<file path="config.mk">
export PLATFORM = sky130hd
export DESIGN_NAME = multimode_ff_bank
export DESIGN_NICKNAME = d
export VERILOG_FILES = /design/src/rtl/multimode_ff_bank.sv
export SDC_FILE = /design/constraint.sdc
export NUM_CORES = 1
export LEC_CHECK = 0
export CAP_MARGIN = 10
export CORE_MARGIN = 2
export CORE_UTILIZATION = 44
export DETAILED_ROUTE_END_ITERATION = 6
export GPL_TIMING_DRIVEN = 0
export PLACE_DENSITY = 0.82
export REMOVE_ABC_BUFFERS = 1
export SLEW_MARGIN = 20
export SYNTH_ARGS = -nofsm -noshare
export SYNTH_HDL_FRONTEND = slang
export SYNTH_SLANG_ARGS = --single-unit
</file>
<file path="constraint.sdc">
create_clock -name clk -period 1.9 [get_ports clk]
set_input_delay 0.19 -clock clk [delete_from_list [all_inputs] [get_ports clk]]
set_output_delay 0.19 -clock clk [all_outputs]
set_load 0.02 [all_outputs]
</file>
<file path="src/rtl/multimode_ff_bank.sv">
// WIDTH-bit register with a run-time mode (D/T/JK/SR), illegal-SR detection, sticky flag and saturating counter.
// One-cycle latency on every output; no handshake, inputs are sampled on every rising edge.
module multimode_ff_bank #(
    parameter int WIDTH = 4,
    parameter int CNT_W = 8
) (
    input  logic             clk,
    input  logic             rst_n,
    input  logic             en,
    input  logic             mode_ld,
    input  logic [1:0]       mode_in,
    input  logic [WIDTH-1:0] a,
    input  logic [WIDTH-1:0] b,
    input  logic             err_clr,
    output logic [WIDTH-1:0] q,
    output logic [WIDTH-1:0] qn_bar,
    output logic [1:0]       mode,
    output logic             sr_err,
    output logic [CNT_W-1:0] err_cnt
);

    typedef enum logic [1:0] {
        MODE_D  = 2'b00,
        MODE_T  = 2'b01,
        MODE_JK = 2'b10,
        MODE_SR = 2'b11
    } mode_t;

    logic [WIDTH-1:0] q_q, q_d;
    mode_t            mode_q, mode_d;
    logic             sr_err_q, sr_err_d;
    logic [CNT_W-1:0] err_cnt_q, err_cnt_d;
    logic             illegal;

    assign illegal = en && (mode_q == MODE_SR) && (|(a & b));

    always_comb begin
        q_d = q_q;
        if (en) begin
            case (mode_q)
                MODE_D:  q_d = a;
                MODE_T:  q_d = q_q ^ a;
                MODE_JK: q_d = (a & ~q_q) | (~b & q_q);
                // a==b holds (covers the illegal 1/1 case); otherwise a wins
                MODE_SR: q_d = (q_q & ~(a ^ b)) | (a & ~b);
                default: q_d = q_q;
            endcase
        end
    end

    always_comb begin
        mode_d = mode_q;
        if (mode_ld) begin
            mode_d = mode_t'(mode_in);
        end
    end

    // An illegal event on the same edge as err_clr takes precedence over the clear
    always_comb begin
        sr_err_d  = sr_err_q;
        err_cnt_d = err_cnt_q;
        if (illegal) begin
            sr_err_d = 1'b1;
            if (err_clr) begin
                err_cnt_d = {{(CNT_W-1){1'b0}}, 1'b1};
            end else if (!(&err_cnt_q)) begin
                err_cnt_d = err_cnt_q + 1'b1;
            end
        end else if (err_clr) begin
            sr_err_d  = 1'b0;
            err_cnt_d = '0;
        end
    end

    always_ff @(posedge clk) begin
        if (!rst_n) begin
            q_q       <= '0;
            mode_q    <= MODE_D;
            sr_err_q  <= 1'b0;
            err_cnt_q <= '0;
        end else begin
            q_q       <= q_d;
            mode_q    <= mode_d;
            sr_err_q  <= sr_err_d;
            err_cnt_q <= err_cnt_d;
        end
    end

    assign q       = q_q;
    assign qn_bar  = ~q_q;
    assign mode    = mode_q;
    assign sr_err  = sr_err_q;
    assign err_cnt = err_cnt_q;

endmodule

</file>
; After elaboration in Yosys (flattened, before gate mapping)
; Cells that the tools add are included.
[totals]
elab_cells = 35
in_bits = 15
reg_bits = 15
out_inout_bits = 19
[op_classes]
eq_ne = 4
n_bitwise = 12
addsub = 1
muxes = 7
n_reduce_logical = 7
[op_table]
columns = cell, n
row1 = $mux 8, 4
row2 = $and 4x4->4, 5
row3 = $pmux 4 s4, 1
row4 = $not 4->4, 3
row5 = $add 8x1->8 const B, 1
row6 = $or 4x4->4, 2
row7 = $reduce_and 8->1, 1
row8 = $xor 4x4->4, 2
row9 = $eq 2x2->1 const B, 2
row10 = $reduce_or 4->1, 1
row11 = $eq 2x1->1 const B, 1
row12 = $logic_and 1x1->1, 2
row13 = $logic_not 2->1, 1
row14 = $mux 1, 2
row15 = $ne 2x2->1 const B, 1
row16 = $reduce_and 2->1, 1
row17 = $reduce_bool 2->1, 1

; Longest topological paths before layout
[depth]
depth_word = 5
mapped_depth = 6

; Worst setup path after synthesis
; Ideal clock, no wire load.
[synth_timing]
kind = register -> register
start = reg mode_q[1], in the netlist mode[1]
end = reg err_cnt_q[3], in the netlist err_cnt[3]
setup_time_ps = 70
setup_slack_ps = 247
stages_incl_launch_ff = 6
arrival_ps = 1583
synth_period_minus_slack_ps = 1653
cell_sequence = dfxtp_1 -> nand3_2 -> or2_1 -> buf_2 -> or4_1 -> a21oi_1
[synth_via]
elab_chain_len = 5
[synth_lines]
columns = element, line
row1 = "start, declared", 30  ; mode_t mode_q, mode_d;
row2 = "start signal, assigned", 83  ; mode_q <= mode_d;
row3 = $eq 2x2->1 *, 35  ; assign illegal = en && (mode_q == MODE_SR) && (|(a & b));
row4 = $logic_and 1x1->1 * (2 in series), 35
row5 = $reduce_bool 2->1 (no line), -
row6 = $reduce_and 2->1 (no line), -
row7 = "end signal, assigned", 85  ; err_cnt_q <= err_cnt_d;
row8 = "end, declared", 32  ; logic [CNT_W-1:0] err_cnt_q, err_cnt_d;
; Every way passes the cells marked *; elsewhere a longest branch is shown, timed or not.
; A chain may end at the register's enable or synchronous reset.

; Worst setup path after layout
[layout_timing]
start = in en
end = reg err_cnt_q[3], in the netlist err_cnt[3]
[layout_via]
elab_chain_len = 4
[layout_lines]
columns = element, line
row1 = "start, declared", 9  ; input logic en,
row2 = $logic_and 1x1->1 * (2 in series), 35
row3 = $reduce_bool 2->1 (no line), -
row4 = $reduce_and 2->1 (no line), -
; Marks and branches as above.

==> results.toml <==
[outcome]
outcome = "finished clean"

[yosys]
synth_top_family_by_area = "compound AO/OA/AOI/OAI gates"
avgSynthCellArea_um2 = 8.143
synth-simple-area-share = 0.1927
yosys.area_share.xor_xnor = 0
ys_warn_count = 0
synth.area.top_cells = "dfxtp_1 (30%), ha_1 (11%), o21ai_0 (5.5%)"
synth_cell_types = 36
netlist_area_um2 = 993.5
yosysTopAreaCell = "dfxtp_1"
synth-compound-area-share = 0.2796
ys_ff_latch = 15
synth_top_area_frac = 0.3023
synth_seq_area_share = 0.3023
muxShareOfSynthArea = 0.04282
netlist_instances = 122
synth_fa_ha_area_frac = 0.1134

[detailed_routing]
viasPerCell = 5.841
drc = 0
drtAntennaViolNets = 0
wl_um = 2525
drt-pass1-iter-count = 4
drtIter0Drc = 14
num_vias = 1063
wl_per_cell_um = 13.87

[placement]
dpl.cell_count = 178
port_buffers = 33
dp_hpwl_um = 1875
gp_congestion = 0.7849

[floorplan]
num_rows = 17
fp.dieW_um = 51.52
die_area_um2 = 2654
start_util = 0.4579
io_pins = 34
fp.coreArea_um2 = 2170
dieHeight_um = 51.52

[min_path]
hp-class = "flop to flop"
hold_path_depth = 2
hold_end = "sr_err$_SDFFE_PN0P_"
min_from = "sr_err$_SDFFE_PN0P_"

[run]
cap_violations = 0

[timing]
clock.fmax_ghz = 0.5608
finalMaxSlewViolations = 0
fin_crit_ns = 1.783
setup_viol = 0
relSlewSlack = 0.7433
finalHoldViolations = 0
worst_pin_slew_ns = 0.3837
hold_slack_ns = 0.5008
finalClockSkew_ns = 0.008104
post-route-period-util = 0.9385
fin_setup_tns_ns = 0
rsz0062_at_grt = "no"

[power]
power_switching_uw = 205.8
power_density_nw_per_um2 = 502.0
peakVddDrop_uv = 320.9
p_int_uw = 483.9
power_frac_clock = 0.276
swShare = 0.2984
p_comb_frac = 0.225
power_frac_seq = 0.498
p_leak_uw = 0.0005308

[finish]
final_layout_size_suffix_gt1_frac = 0.07792
final_cell_mix = "clkdlybuf4s50_1 (33), dfxtp_1 (13), inv_1 (11), o21ai_0 (11)"
fin_cells = 182
nNetsFinal = 179
syn_to_final_growth_pct = 38.29
mostFrequentLayoutCell = "clkdlybuf4s50_1"
diodes = 0

[global_routing]
gr-usage-met1 = 0.2276
overflow = 0
grt_max_degree = 23
grt_use_met3 = 0.04310
grt_antenna_before_repair = 0
grt_pass1_vias = 1020
grt.busiest_layer = "met2"
grt_pass1_wl_um = 4119
grt_util_met2 = 0.3590
grt_usage = 0.2013

[worst_setup_path]
slowest_stage = "clkdlybuf4s50_1"
rrSetupSlack_ns = 0.16
endpoint_kind = "flop"
arrival_ns = 2.01
r2r_cells = 4
rr_endpoint = "err_cnt[3]$_SDFFE_PN0P_"
worstSetupStartpointType = "input port"
critPathRequiredTime_ns = 2.12
cp_cell_sequence = "clkdlybuf4s50_1 -> nand3_2 -> or2_1 -> or4_1 -> a21oi_1"
critical-path-max-stage-delay_ns = 0.65
r2r_start = "mode[1]$_SDFFE_PN0P_"
crit_fanout = 9
critPathKind = "input port to flop"

[clock_tree]
root_buffer = "clkbuf_4"
h-tree-depth = 1
numCtsBuffers = 3
clk_pin_slew_ns = 0.10
tritoncts = "built"
clock_path_buffers = 2
clock-sinks = 15
cts_setup_buffers = 0
clk_latency_ns = 0.29
## worst max-delay path by stage
| stage | cells after the start | endpoint | startpoint |
|---|---|---|---|
| 3_3_place_gp | 6 | err_cnt[6]$_SDFFE_PN0P_ | a[0] |
| 5_1_grt | 5 | err_cnt[3]$_SDFFE_PN0P_ | en |
| 3_5_place_dp | 5 | err_cnt[3]$_SDFFE_PN0P_ | en |
| 4_1_cts | 4 | err_cnt[3]$_SDFFE_PN0P_ | mode[0]$_SDFFE_PN0P_ |
| 2_1_floorplan | 4 | err_cnt[3]$_SDFFE_PN0P_ | mode[0]$_SDFFE_PN0P_ |
| 6_report | 5 | err_cnt[3]$_SDFFE_PN0P_ | en |
## through the flow
step / utilization / power, uW / worst slack [ns] / instance area (um2)
after detailed placement: 0.6153 / 502.7 / -0.2017 / 1335
after global placement: 0.6153 / 497.3 / -0.1386 / 1335
final: 0.6332 / 689.7 / 0.1169 / 1374
after global routing: 0.6332 / 720.7 / 0.002530 / 1374
after floorplan: - / 418.7 / 0.009217 / 969.7
after CTS: 0.6292 / 688.2 / 0.08946 / 1365
## cell usage after synthesis, drive strengths merged
master / count
a211oi: 2
dfxtp: 15
or3: 1
o211a: 2
o311ai: 1
clkbuf: 2
a31oi: 1
a32oi: 3
mux2: 2
o21ai: 11
ha: 9
a21oi: 9
o31ai: 1
a31o: 1
o41ai: 1
clkinv: 1
o32ai: 4
nand4: 3
nor4: 3
nor3b: 1
nand2: 4
a41o: 1
a21o: 3
buf: 3
or4: 1
nand3: 7
a311oi: 1
mux2i: 2
nor2: 9
nand2b: 4
inv: 11
or2: 3
## routing by layer
metal	up-vias	part of all wire
met3	4	0.045
met4	0	0.012
li1	518	-
met5	-	0
met2	31	0.50
met1	510	0.44
## critical path: cells and delay by family
family / cells / cell delay (ns)
simple gates: 3 / 1.00
compound gates: 1 / 0.16
buf+inv: 1 / 0.65
## layout make-up
cell class,instances,area [um2]
Clock buffer,3,22.52
Timing Repair Buffer,33,330.3
Inverter,12,45.04
Fill cell,195,795.8
Sequential cell,15,305.3
Multi-Input combinational cell,90,630.6
Clock inverter,1,5.005
Tap cell,28,35.03
## logic make-up after synthesis
family                   count (synthesis)
flip-flops                              15
buffers and inverters                   17
multiplexers                             4
adder cells (fa/ha/maj)                  9
AO/OA/AOI/OAI                           41
AND/OR/NAND/NOR                         36
## timing repair
item,in CTS,in global routing
hold buffers,0,0
setup endpoints to repair,2,4
gates resized for setup,2,2
pin swaps,0,0
## flip-flops by register name (all words and copies together), names as in the netlist
name / flops
mode: 2
q: 4
err_cnt: 8
sr_err: 1
## power groups by stage
| stage | registers (uW) | clock network (uW) | logic [uW] |
|---|---|---|---|
| after floorplan | 357 | 0 | 61.6 |
| after global placement | 349 | 0 | 148 |
| after detailed placement | 351 | 0 | 152 |
| after CTS | 344 | 191 | 153 |
| after global routing | 346 | 204 | 170 |
| final | 344 | 191 | 155 |
(Power assumes the default switching activity.)
